[src/rtl/tboom_rename_pkg.sv]
// rtl/tboom_rename_pkg.sv - shared types and sizes for the two-wide rename map table
package tboom_rename_pkg;

    localparam int ARCH_REG_WIDTH = 5;
    localparam int N_ARCH_REGS    = 32;
    localparam int PREG_W         = 6;
    localparam int N_CKPT         = 8;

    typedef logic [PREG_W-1:0]         preg_t;
    typedef logic [ARCH_REG_WIDTH-1:0] areg_t;

    typedef struct packed {
        logic  valid;
        preg_t prs1;
        preg_t prs2;
        preg_t pdst;
        preg_t stale_pdst;
    } rename_uop_t;

    // x0 is hardwired, so an instruction targeting it never consumes a preg.
    function automatic logic needs_alloc(input logic valid, input logic rd_valid, input areg_t rd);
        return valid & rd_valid & (rd != '0);
    endfunction

endpackage

[src/rtl/tboom_rmt_checkpoint_store.sv]
// rtl/tboom_rmt_checkpoint_store.sv - snapshot slots holding full copies of the rename map
//
// Purpose: DEPTH snapshots of an NREGS x W map. One write port (checkpoint) and
// one combinational read port (restore), both indexed by slot position.
// Ports:
//   clk, rst_n        clock, asynchronous active-low reset (all slots -> identity)
//   wr_en, wr_pos     write the map presented on wr_map into slot wr_pos
//   wr_map            map to snapshot
//   rd_pos, rd_map    combinational read of slot rd_pos
module tboom_rmt_checkpoint_store #(
    parameter int DEPTH = 8,
    parameter int NREGS = 32,
    parameter int W     = 6,
    localparam int POS_W = $clog2(DEPTH)
) (
    input  logic                       clk,
    input  logic                       rst_n,
    input  logic                       wr_en,
    input  logic [POS_W-1:0]           wr_pos,
    input  logic [NREGS-1:0][W-1:0]    wr_map,
    input  logic [POS_W-1:0]           rd_pos,
    output logic [NREGS-1:0][W-1:0]    rd_map
);

    logic [DEPTH-1:0][NREGS-1:0][W-1:0] slot_q, slot_d;

    always_comb begin
        slot_d = slot_q;
        if (wr_en) begin
            slot_d[wr_pos] = wr_map;
        end
    end

    always_ff @(posedge clk or negedge rst_n) begin
        if (!rst_n) begin
            for (int s = 0; s < DEPTH; s++) begin
                for (int r = 0; r < NREGS; r++) begin
                    slot_q[s][r] <= W'(r);
                end
            end
        end else begin
            slot_q <= slot_d;
        end
    end

    assign rd_map = slot_q[rd_pos];

endmodule

[src/rtl/tboom_rename_map_table.sv]
// rtl/tboom_rename_map_table.sv - two-wide rename map table with checkpoints and registered output
//
// Purpose: renames an instruction pair (i0 older, i1 younger) against the
// speculative map, pops pdsts from the freelist, reports stale pdsts and
// presents the renamed pair to dispatch one cycle later.
// Ports:
//   clk, rst_n                          clock, asynchronous active-low reset
//   i0_*/i1_*                           decoded instruction pair
//   fl_i0_data, fl_i1_data              combinational freelist heads
//   fl_empty, fl_one_remaining          freelist occupancy
//   fl_i0_read_enable, fl_i1_read_enable freelist pops
//   in_ready                            bundle accepted this cycle
//   out_ready, out_valid, o_*           registered dispatch interface
//   checkpoint, restore, checkpoint_restore_pos  map snapshot control
module tboom_rename_map_table
    import tboom_rename_pkg::*;
#(
    parameter int ARCH_REGS        = 32,
    parameter int PREG_WIDTH       = 6,
    parameter int CHECKPOINT_DEPTH = 8,
    localparam int POS_W           = $clog2(CHECKPOINT_DEPTH)
) (
    input  logic                  clk,
    input  logic                  rst_n,
    input  logic                  i0_valid,
    input  logic                  i1_valid,
    input  logic [4:0]            i0_rs1,
    input  logic [4:0]            i0_rs2,
    input  logic [4:0]            i1_rs1,
    input  logic [4:0]            i1_rs2,
    input  logic [4:0]            i0_rd,
    input  logic [4:0]            i1_rd,
    input  logic                  i0_rd_valid,
    input  logic                  i1_rd_valid,
    input  logic [PREG_WIDTH-1:0] fl_i0_data,
    input  logic [PREG_WIDTH-1:0] fl_i1_data,
    input  logic                  fl_empty,
    input  logic                  fl_one_remaining,
    output logic                  fl_i0_read_enable,
    output logic                  fl_i1_read_enable,
    output logic                  in_ready,
    input  logic                  out_ready,
    output logic                  out_valid,
    output logic                  o_i0_valid,
    output logic                  o_i1_valid,
    output logic [PREG_WIDTH-1:0] o_i0_prs1,
    output logic [PREG_WIDTH-1:0] o_i0_prs2,
    output logic [PREG_WIDTH-1:0] o_i1_prs1,
    output logic [PREG_WIDTH-1:0] o_i1_prs2,
    output logic [PREG_WIDTH-1:0] o_i0_pdst,
    output logic [PREG_WIDTH-1:0] o_i1_pdst,
    output logic [PREG_WIDTH-1:0] o_i0_stale_pdst,
    output logic [PREG_WIDTH-1:0] o_i1_stale_pdst,
    input  logic                  checkpoint,
    input  logic                  restore,
    input  logic [POS_W-1:0]      checkpoint_restore_pos
);

    logic [ARCH_REGS-1:0][PREG_WIDTH-1:0] map_q, map_d;
    logic [ARCH_REGS-1:0][PREG_WIDTH-1:0] ckpt_map;
    logic                                 out_valid_q, out_valid_d;
    rename_uop_t                          out0_q, out0_d, out1_q, out1_d;

    logic        a0, a1, stall_fl, stall_out, ready, accept;
    logic        i1_dst_hit;
    rename_uop_t uop0, uop1;

    always_comb begin
        a0 = needs_alloc(i0_valid, i0_rd_valid, i0_rd);
        a1 = needs_alloc(i1_valid, i1_rd_valid, i1_rd);

        // A pair needs two free entries; any allocation needs at least one.
        stall_fl  = (a0 & a1 & (fl_one_remaining | fl_empty)) | ((a0 | a1) & fl_empty);
        stall_out = out_valid_q & ~out_ready;
        ready     = ~restore & ~stall_fl & ~stall_out;
        accept    = ready & (i0_valid | i1_valid);

        // i1 must observe i0's new mapping when it reads or overwrites i0's rd.
        i1_dst_hit = a0 & (i1_rd == i0_rd);

        uop0 = '0;
        if (i0_valid) begin
            uop0.valid      = 1'b1;
            uop0.prs1       = map_q[i0_rs1];
            uop0.prs2       = map_q[i0_rs2];
            uop0.pdst       = a0 ? fl_i0_data : '0;
            uop0.stale_pdst = a0 ? map_q[i0_rd] : '0;
        end

        uop1 = '0;
        if (i1_valid) begin
            uop1.valid      = 1'b1;
            uop1.prs1       = (a0 & (i1_rs1 == i0_rd)) ? fl_i0_data : map_q[i1_rs1];
            uop1.prs2       = (a0 & (i1_rs2 == i0_rd)) ? fl_i0_data : map_q[i1_rs2];
            uop1.pdst       = a1 ? fl_i1_data : '0;
            uop1.stale_pdst = a1 ? (i1_dst_hit ? fl_i0_data : map_q[i1_rd]) : '0;
        end

        map_d       = map_q;
        out_valid_d = out_valid_q;
        out0_d      = out0_q;
        out1_d      = out1_q;

        if (restore) begin
            map_d       = ckpt_map;
            out_valid_d = 1'b0;
            out0_d      = '0;
            out1_d      = '0;
        end else if (accept) begin
            // i1 written last so it wins when both target the same rd.
            if (a0) map_d[i0_rd] = fl_i0_data;
            if (a1) map_d[i1_rd] = fl_i1_data;
            out_valid_d = 1'b1;
            out0_d      = uop0;
            out1_d      = uop1;
        end else if (out_ready) begin
            out_valid_d = 1'b0;
            out0_d      = '0;
            out1_d      = '0;
        end
    end

    always_ff @(posedge clk or negedge rst_n) begin
        if (!rst_n) begin
            for (int r = 0; r < ARCH_REGS; r++) begin
                map_q[r] <= PREG_WIDTH'(r);
            end
            out_valid_q <= 1'b0;
            out0_q      <= '0;
            out1_q      <= '0;
        end else begin
            map_q       <= map_d;
            out_valid_q <= out_valid_d;
            out0_q      <= out0_d;
            out1_q      <= out1_d;
        end
    end

    // Snapshot takes the map as it was at the start of the cycle (map_q).
    tboom_rmt_checkpoint_store #(
        .DEPTH (CHECKPOINT_DEPTH),
        .NREGS (ARCH_REGS),
        .W     (PREG_WIDTH)
    ) u_ckpt (
        .clk    (clk),
        .rst_n  (rst_n),
        .wr_en  (checkpoint & ~restore),
        .wr_pos (checkpoint_restore_pos),
        .wr_map (map_q),
        .rd_pos (checkpoint_restore_pos),
        .rd_map (ckpt_map)
    );

    assign in_ready          = ready;
    assign fl_i0_read_enable = ready & a0;
    assign fl_i1_read_enable = ready & a1;

    assign out_valid       = out_valid_q;
    assign o_i0_valid      = out0_q.valid;
    assign o_i0_prs1       = out0_q.prs1;
    assign o_i0_prs2       = out0_q.prs2;
    assign o_i0_pdst       = out0_q.pdst;
    assign o_i0_stale_pdst = out0_q.stale_pdst;
    assign o_i1_valid      = out1_q.valid;
    assign o_i1_prs1       = out1_q.prs1;
    assign o_i1_prs2       = out1_q.prs2;
    assign o_i1_pdst       = out1_q.pdst;
    assign o_i1_stale_pdst = out1_q.stale_pdst;

endmodule

[config.mk]
export PLATFORM = sky130hd
export DESIGN_NAME = tboom_rename_map_table
export DESIGN_NICKNAME = d
export VERILOG_FILES = /design/src/rtl/tboom_rename_pkg.sv /design/src/rtl/tboom_rmt_checkpoint_store.sv /design/src/rtl/tboom_rename_map_table.sv
export SDC_FILE = /design/constraint.sdc
export NUM_CORES = 2
export LEC_CHECK = 0
export CAP_MARGIN = 20
export CORE_MARGIN = 1
export CORE_UTILIZATION = 45
export DETAILED_ROUTE_END_ITERATION = 12
export PLACE_DENSITY = 0.58
export SYNTH_ARGS = -nofsm -noshare
export SYNTH_HDL_FRONTEND = slang
export SYNTH_SLANG_ARGS = --single-unit
[constraint.sdc]
create_clock -name clk -period 2.8 [get_ports clk]
set_clock_uncertainty 0.1 [all_clocks]
set_input_delay 0.56 -clock clk [delete_from_list [all_inputs] [get_ports clk]]
set_output_delay 0.56 -clock clk [all_outputs]
set_load 0.05 [all_outputs]
# [Word level (Yosys, flattened, before mapping)]
# Cells that the tools add are included.
[totals] regBits=1779 in_bits=56 out_inout_bits=54 word_cells=390
[classes] magnitude_cmp=10 n_eq_ne=3 n_mux=46 bitwise_logic=25 n_reduce_logical=7
[op_table] cell="bitwise mux 1536 bit" count=1
[op_table] cell="2-to-1 mux 192 bit" count=8
[op_table] cell="binary-select mux 192 bit (select 3 bit)" count=1
[op_table] cell="demux 192 bit (select 3 bit)" count=1
[op_table] cell="bitwise mux 192 bit" count=2
[op_table] cell="binary-select mux 6 bit (select 5 bit)" count=6
[op_table] cell="2-to-1 mux 25 bit" count=7
[op_table] cell="2-to-1 mux 6 bit" count=15
[op_table] cell="demux 6 bit (select 5 bit)" count=2
[op_table] cell="less-than comparator 5 x 6 -> 1 bit (second input constant)" count=6
[op_table] cell="bitwise AND 1 bit" count=17
[op_table] cell="equality test 5 bit" count=3
[op_table] cell="greater-or-equal comparator 5 x 1 -> 1 bit (second input constant)" count=2
[op_table] cell="nonzero test 5 bit" count=2
[op_table] cell="less-than comparator 3 x 4 -> 1 bit (second input constant)" count=1
[op_table] cell="inverter 1 bit" count=4
[op_table] cell="bitwise OR 1 bit" count=4
[op_table] cell="greater-or-equal comparator 3 x 1 -> 1 bit (second input constant)" count=1
[op_table] cell="logical AND 1 bit" count=3
[op_table] cell="2-to-1 mux 1 bit" count=3
[op_table] cell="nonzero test 3 bit" count=1
[op_table] cell="nonzero test 2 bit" count=1

# [Depth between registers and ports, before layout]
[depth] depth_word=15 mapped_depth=10 depth_no_buf=7

# [Cells and area by module]
# From an unflattened synthesis, not the netlist that was laid out.
[unflattened] cells_unflattened=6293 area_unflattened_um2=92966.7
[by_module_without_submodules] module="tboom_rmt_checkpoint_store" instances=1 cells_each=3931 area_each_um2=69087.5 seq_area_each_um2=39237.6
[by_module_without_submodules] module="tboom_rename_map_table" instances=1 cells_each=2362 area_each_um2=23879.2 seq_area_each_um2=6180.9

# [Worst setup path after synthesis]
# OpenSTA, ideal clock, no wires.
[synth_timing] kind="in2out" startpoint="input i1_rd[1]" endpoint="output fl_i1_read_enable" t_arrival_ns=2.553 slack_ns=-0.413 path_stages=8 n_path_buf=3 cell_sequence="buf_2 > nor2_2 > a31oi_2 > o21ai_1 > and3_1 > clkbuf_1 > and2_1 > buf_2"
[synth_via] elab_chain_cells=9 word_cells_on_any_way=11 cone_classes="10 x bitwise; 1 x reduce/logical"
[synth_rtl] item="start, declared" line="tboom_rename_map_table.sv:32" rtl="input logic [4:0] i1_rd,"
[synth_rtl] item="nonzero test 5 bit (*)" line="tboom_rename_pkg.sv:22" rtl="return valid & rd_valid & (rd != '0);"
[synth_rtl] item="bitwise AND 1 bit (*)" line="tboom_rename_pkg.sv:22"
[synth_rtl] item="bitwise AND 1 bit / bitwise OR 1 bit (equally long branches)" line="tboom_rename_map_table.sv:73" rtl="stall_fl = (a0 & a1 & (fl_one_remaining | fl_empty)) | ((a0 | a1) & fl_empty);"
[synth_rtl] item="bitwise AND 1 bit" line="tboom_rename_map_table.sv:73"
[synth_rtl] item="bitwise OR 1 bit (*)" line="tboom_rename_map_table.sv:73"
[synth_rtl] item="inverter 1 bit (*)" line="tboom_rename_map_table.sv:75" rtl="ready = ~restore & ~stall_fl & ~stall_out;"
[synth_rtl] item="bitwise AND 1 bit (*) (2 in a row)" line="tboom_rename_map_table.sv:75"
[synth_rtl] item="named net in_ready" line="tboom_rename_map_table.sv:41" rtl="output logic in_ready,"
[synth_rtl] item="bitwise AND 1 bit (*)" line="tboom_rename_map_table.sv:156" rtl="assign fl_i1_read_enable = ready & a1;"
[synth_rtl] item="end, declared" line="tboom_rename_map_table.sv:40" rtl="output logic fl_i1_read_enable,"
# The timed path passes the listed nets; every way through them passes the cells marked *.

# [Worst setup path in the final report]
[layout_timing] startpoint="register out_valid_q (netlist: out_valid)" endpoint="output fl_i1_read_enable"
[layout_via] elab_chain_cells=4
[layout_rtl] item="start, declared" line="tboom_rename_map_table.sv:61" rtl="logic out_valid_q, out_valid_d;"
[layout_rtl] item="start signal, assigned" line="tboom_rename_map_table.sv:133" rtl="out_valid_q <= out_valid_d;"
[layout_rtl] item="bitwise AND 1 bit" line="tboom_rename_map_table.sv:74" rtl="stall_out = out_valid_q & ~out_ready;"
[layout_rtl] item="inverter 1 bit" line="tboom_rename_map_table.sv:75"
[layout_rtl] item="bitwise AND 1 bit" line="tboom_rename_map_table.sv:75"
[layout_rtl] item="bitwise AND 1 bit" line="tboom_rename_map_table.sv:156"
# Every way passes these cells.

==> results.txt <==
The cell chosen for the clock root was sky130_fd_sc_hd__clkbuf_16. At the pin with the least slew margin, the transition time is 916 ps. The initial standard-cell utilization of the core was 45.2%. The launch point of the critical path is out_valid.

The number of standard cells after synthesis came out at 7136. Along the worst path, the maximum fanout reaches 3. The commonest cells after synthesis are sky130_fd_sc_hd__mux2_2 (1748), sky130_fd_sc_hd__dfrtp_1 (1059), sky130_fd_sc_hd__dfstp_2 (720). In this run the critical register-to-register path is captured at o_i0_prs2[0].

Summing the areas of all fa, ha and maj instances in the mapped netlist gives 0% of the synthesized area. The synthesized netlist occupies a cell area of 92400 µm². The number of cells on the worst reg-to-reg path is 5. Of the total synthesized cell area, the portion taken by XOR and XNOR cells is 0.142%. STA classifies the critical path endpoint as an output pin. The commonest register cell after synthesis is sky130_fd_sc_hd__dfrtp_1. The worst slack after detailed placement came out at -839 ps. The share of layout cells above drive strength 1 is 52.8%.

Final hold analysis gives a worst-case slack of 115 ps. The tools report the count of nets left with antenna violations after detail routing as 0. The post-synthesis simple-gate area fraction works out to 3.17%. The tools report the synthesized netlist net count as 7192.

The final hold violation count came out at 0. After synthesis, the largest family of logic cells by area is multiplexers. Placement row count: 166. The first global-routing pass estimated 526 mm of wire. Dividing the detail-routed wire length by the instance count gives 35.3 µm.

Counting tap cells, the placed design contains a total of 10100 instances. After detailed routing, the number of vias per cell comes to 6.58. The number of antenna violations at the first check in global routing was 33. The most critical setup path has its endpoint at fl_i1_read_enable. In this run the critical register-to-register path is launched from map_q[84].

The synthesized design devotes to its leading area cell type 28.7% of total area. TritonCTS built the clock tree. The worst-case IR drop observed on VDD is 0.690 mV. In this run the tool buffered the top-level ports with 109 buffer cells.

Counting flops with an async set or reset pin after synthesis yields a share of 100%. The final routed DRC violation total is 0, and the count of flip-flops with a built-in enable after synthesis is 0. The detailed router placed 68989 vias in this run. A synthesized cell averages 13.0 µm². The area of the placeable core came out at 204000 µm².

Dividing total power by cell area gives a power density of 750 nW/µm². For this block, the routed nets add up to 370 mm of wire. Setup repair after global routing could not meet its margin everywhere. The insertion delay of the later-clocked pin in the worst-skew pair was 880 ps. Summed over all cells, the static leakage comes to 48.9 nW.

The growth of design area from synthesis to finish was 20.9%. The tools report the total global routing overflow as 0. The run finished with clean final reports. Post-layout net count: 7668. For flop-to-flop paths, the worst setup slack is 140 ps. The tools report the top-level I/O count as 110.

The multiplexer share of the synthesized area was 33.0%. In this run the vertical extent of the chip is 455 µm. The total count of max-transition violations in the final report was 0. The run gives 2140 ps as the data required time at the worst endpoint.

The H-tree generated during clock tree synthesis spans 4 levels. Derived from the worst setup path, the maximum achievable clock frequency is 0.361 GHz. The die covers 207000 µm². The clock drives 1779 sinks. The run gives 0 as the number of maximum-capacitance constraint violations. sky130_fd_sc_hd__mux2_2 is the most common cell in the netlist.

The number of setup violations in the final report is 0. The maximum clock path buffer count is 3. The number of warnings reported in the yosys synthesis log came out at 0.

Yosys attributes the largest share of cell area to sky130_fd_sc_hd__dfrtp_1 (29%), sky130_fd_sc_hd__mux2_2 (21%), sky130_fd_sc_hd__dfstp_2 (20%), sky130_fd_sc_hd__mux4_2 (6.0%), sky130_fd_sc_hd__mux2i_1 (5.6%). The congestion estimate from routability-driven global placement came to 0.979. The via count of the first global-routing pass came out at 68549. In this run the worst hold path is classified as input port to asynchronous set/reset pin. The run gives 9 as the detailed-routing iteration count for the pre-antenna-repair pass.

The synthesized design spends more area on one cell type than any other, namely sky130_fd_sc_hd__dfrtp_1. The final worst-path cycle share is 99.1%, and the overall routing resource usage is 35.5%. Clock-pin slew of the registers on the worst-case setup and hold paths: 60 ps. Summing all non-filler instances in the final layout gives an area of 112000 µm². Clock tree synthesis inserted a total of 195 buffers. For this block, the initial DRC count from the detailed router was 7770. Counting flops and latches in the post-synthesis netlist gives 1779. The post-synthesis sequential area ratio is 49.1%, and the fraction of the mapped netlist area in compound gates is 10.9%. The class of the most critical setup path was flip-flop to output pin.

The worst setup path is launched from a flip-flop. Measured against its own limit, the worst slew margin works out to 38.8%. Once layout is complete, the cells apart from fillers number 10486. Maximum number of pins on one net before global-route repair: 160. The tools report the HPWL after detailed placement as 260 mm. The placed instances occupy a cell area of 105000 µm². The smallest setup slack after layout was 26.3 ps; the time the final worst path needs with I/O delays and setup was 2770 ps. From left edge to right edge, the die measures 455 µm. Data arrival time of the worst path: 2110 ps. The count of unique library cells instantiated by Yosys is 64.
[final cells by class]
| class | count | area [µm²] |
|---|---|---|
| antenna | 11 | 27.5 |
| inverter | 8 | 37.5 |
| clock inverter | 75 | 1140 |
| fill | 17017 | 92600 |
| multi-input combinational | 4527 | 44000 |
| sequential | 1779 | 45400 |
| clock buffer | 297 | 5780 |
| tap | 2688 | 3360 |
| timing repair buffer | 1101 | 12000 |
[layout by cell type (no fill, tap or decap), types with 197 or more instances in the layout]
master,instances
sky130_fd_sc_hd__a221o_1,234
sky130_fd_sc_hd__a221oi_1,238
sky130_fd_sc_hd__a22oi_1,213
sky130_fd_sc_hd__buf_12,287
sky130_fd_sc_hd__buf_4,712
sky130_fd_sc_hd__clkbuf_16,197
sky130_fd_sc_hd__dfrtp_1,1059
sky130_fd_sc_hd__dfstp_2,720
sky130_fd_sc_hd__mux2_2,1748
sky130_fd_sc_hd__mux2i_1,518
sky130_fd_sc_hd__mux4_2,245
sky130_fd_sc_hd__nor2_1,323
[routing by layer]
layer | track usage, % | share of wire (%) | vias up
met2 | 54.1 | 45 | 3357
li1 | - | - | 28137
met3 | 6.69 | 8.1 | 748
met1 | 49.0 | 42 | 36737
met4 | 16.2 | 5.2 | 10
met5 | 0 | 0.020 | -
[report_power, final]
| group | internal [mW] | switching (mW) | leakage [nW] | total [mW] |
|---|---|---|---|---|
| registers | 33.2 | 4.62 | 21.4 | 37.8 |
| clock network | 16.1 | 11.4 | 3.38 | 27.5 |
| logic | 9.54 | 8.88 | 24.1 | 18.4 |
[what timing repair did]
item / CTS / global route
gates resized for setup: 55 / 7
endpoints found under the hold margin: 390 / 0
pin swaps: 7 / 1
cloned: 0 / 0
buffers inserted: 4 / 0
endpoints found under the setup margin: 31 / 6
hold buffers: 2 / 0
[sequential cells by signal, indices dropped and copies added (netlist names)]
| register | flops |
|---|---|
| o_i0_prs2 | 6 |
| out_valid | 1 |
| o_i1_prs2 | 6 |
| o_i0_stale_pdst | 6 |
| o_i0_prs1 | 6 |
| u_ckpt.slot_q | 1536 |
| o_i0_valid | 1 |
| o_i1_prs1 | 6 |
| o_i1_valid | 1 |
| o_i1_pdst | 6 |
| o_i1_stale_pdst | 6 |
| map_q | 192 |
| o_i0_pdst | 6 |
[worst min-delay path by stage]
stage | start | to | depth (start not counted) | slack, ps
floorplan | rst_n | map_q[0] | 0 | 160
global placement | rst_n | o_i0_valid | 1 | 360
detailed placement | rst_n | o_i0_valid | 1 | 360
CTS | rst_n | u_ckpt.slot_q[1502] | 2 | 80
global route | rst_n | o_i0_prs2[2] | 2 | 120
finish | rst_n | u_ckpt.slot_q[1502] | 2 | 120
[worst max-delay path, stage by stage (launching register included)]
cell	delay, ps
sky130_fd_sc_hd__dfrtp_1	380
sky130_fd_sc_hd__nand2b_1	90
sky130_fd_sc_hd__nor2b_4	210
sky130_fd_sc_hd__and3_4	240
sky130_fd_sc_hd__and2_4	190
sky130_fd_sc_hd__buf_12	140
[per-stage QoR]
stage	TNS [ps]	utilization, %	total power, mW
6_report	0	54.7	83.8
5_1_grt	-2.35	54.7	86.8
4_1_cts	0	54.7	83.7
3_5_place_dp	-169970	51.2	56.2
3_3_place_gp	-164660	51.2	55.3
2_1_floorplan	0	-	47.8
[cells by family (layout without fill, tap and decap cells)]
kind of cell,after synthesis,in the layout
compound gates,1314,1314
simple gates,683,683
mux,2515,2515
other cells,0,11
flops,1779,1779
xor+xnor,15,15
buf+inv,830,1481
Power figures use the tool's default switching activity.
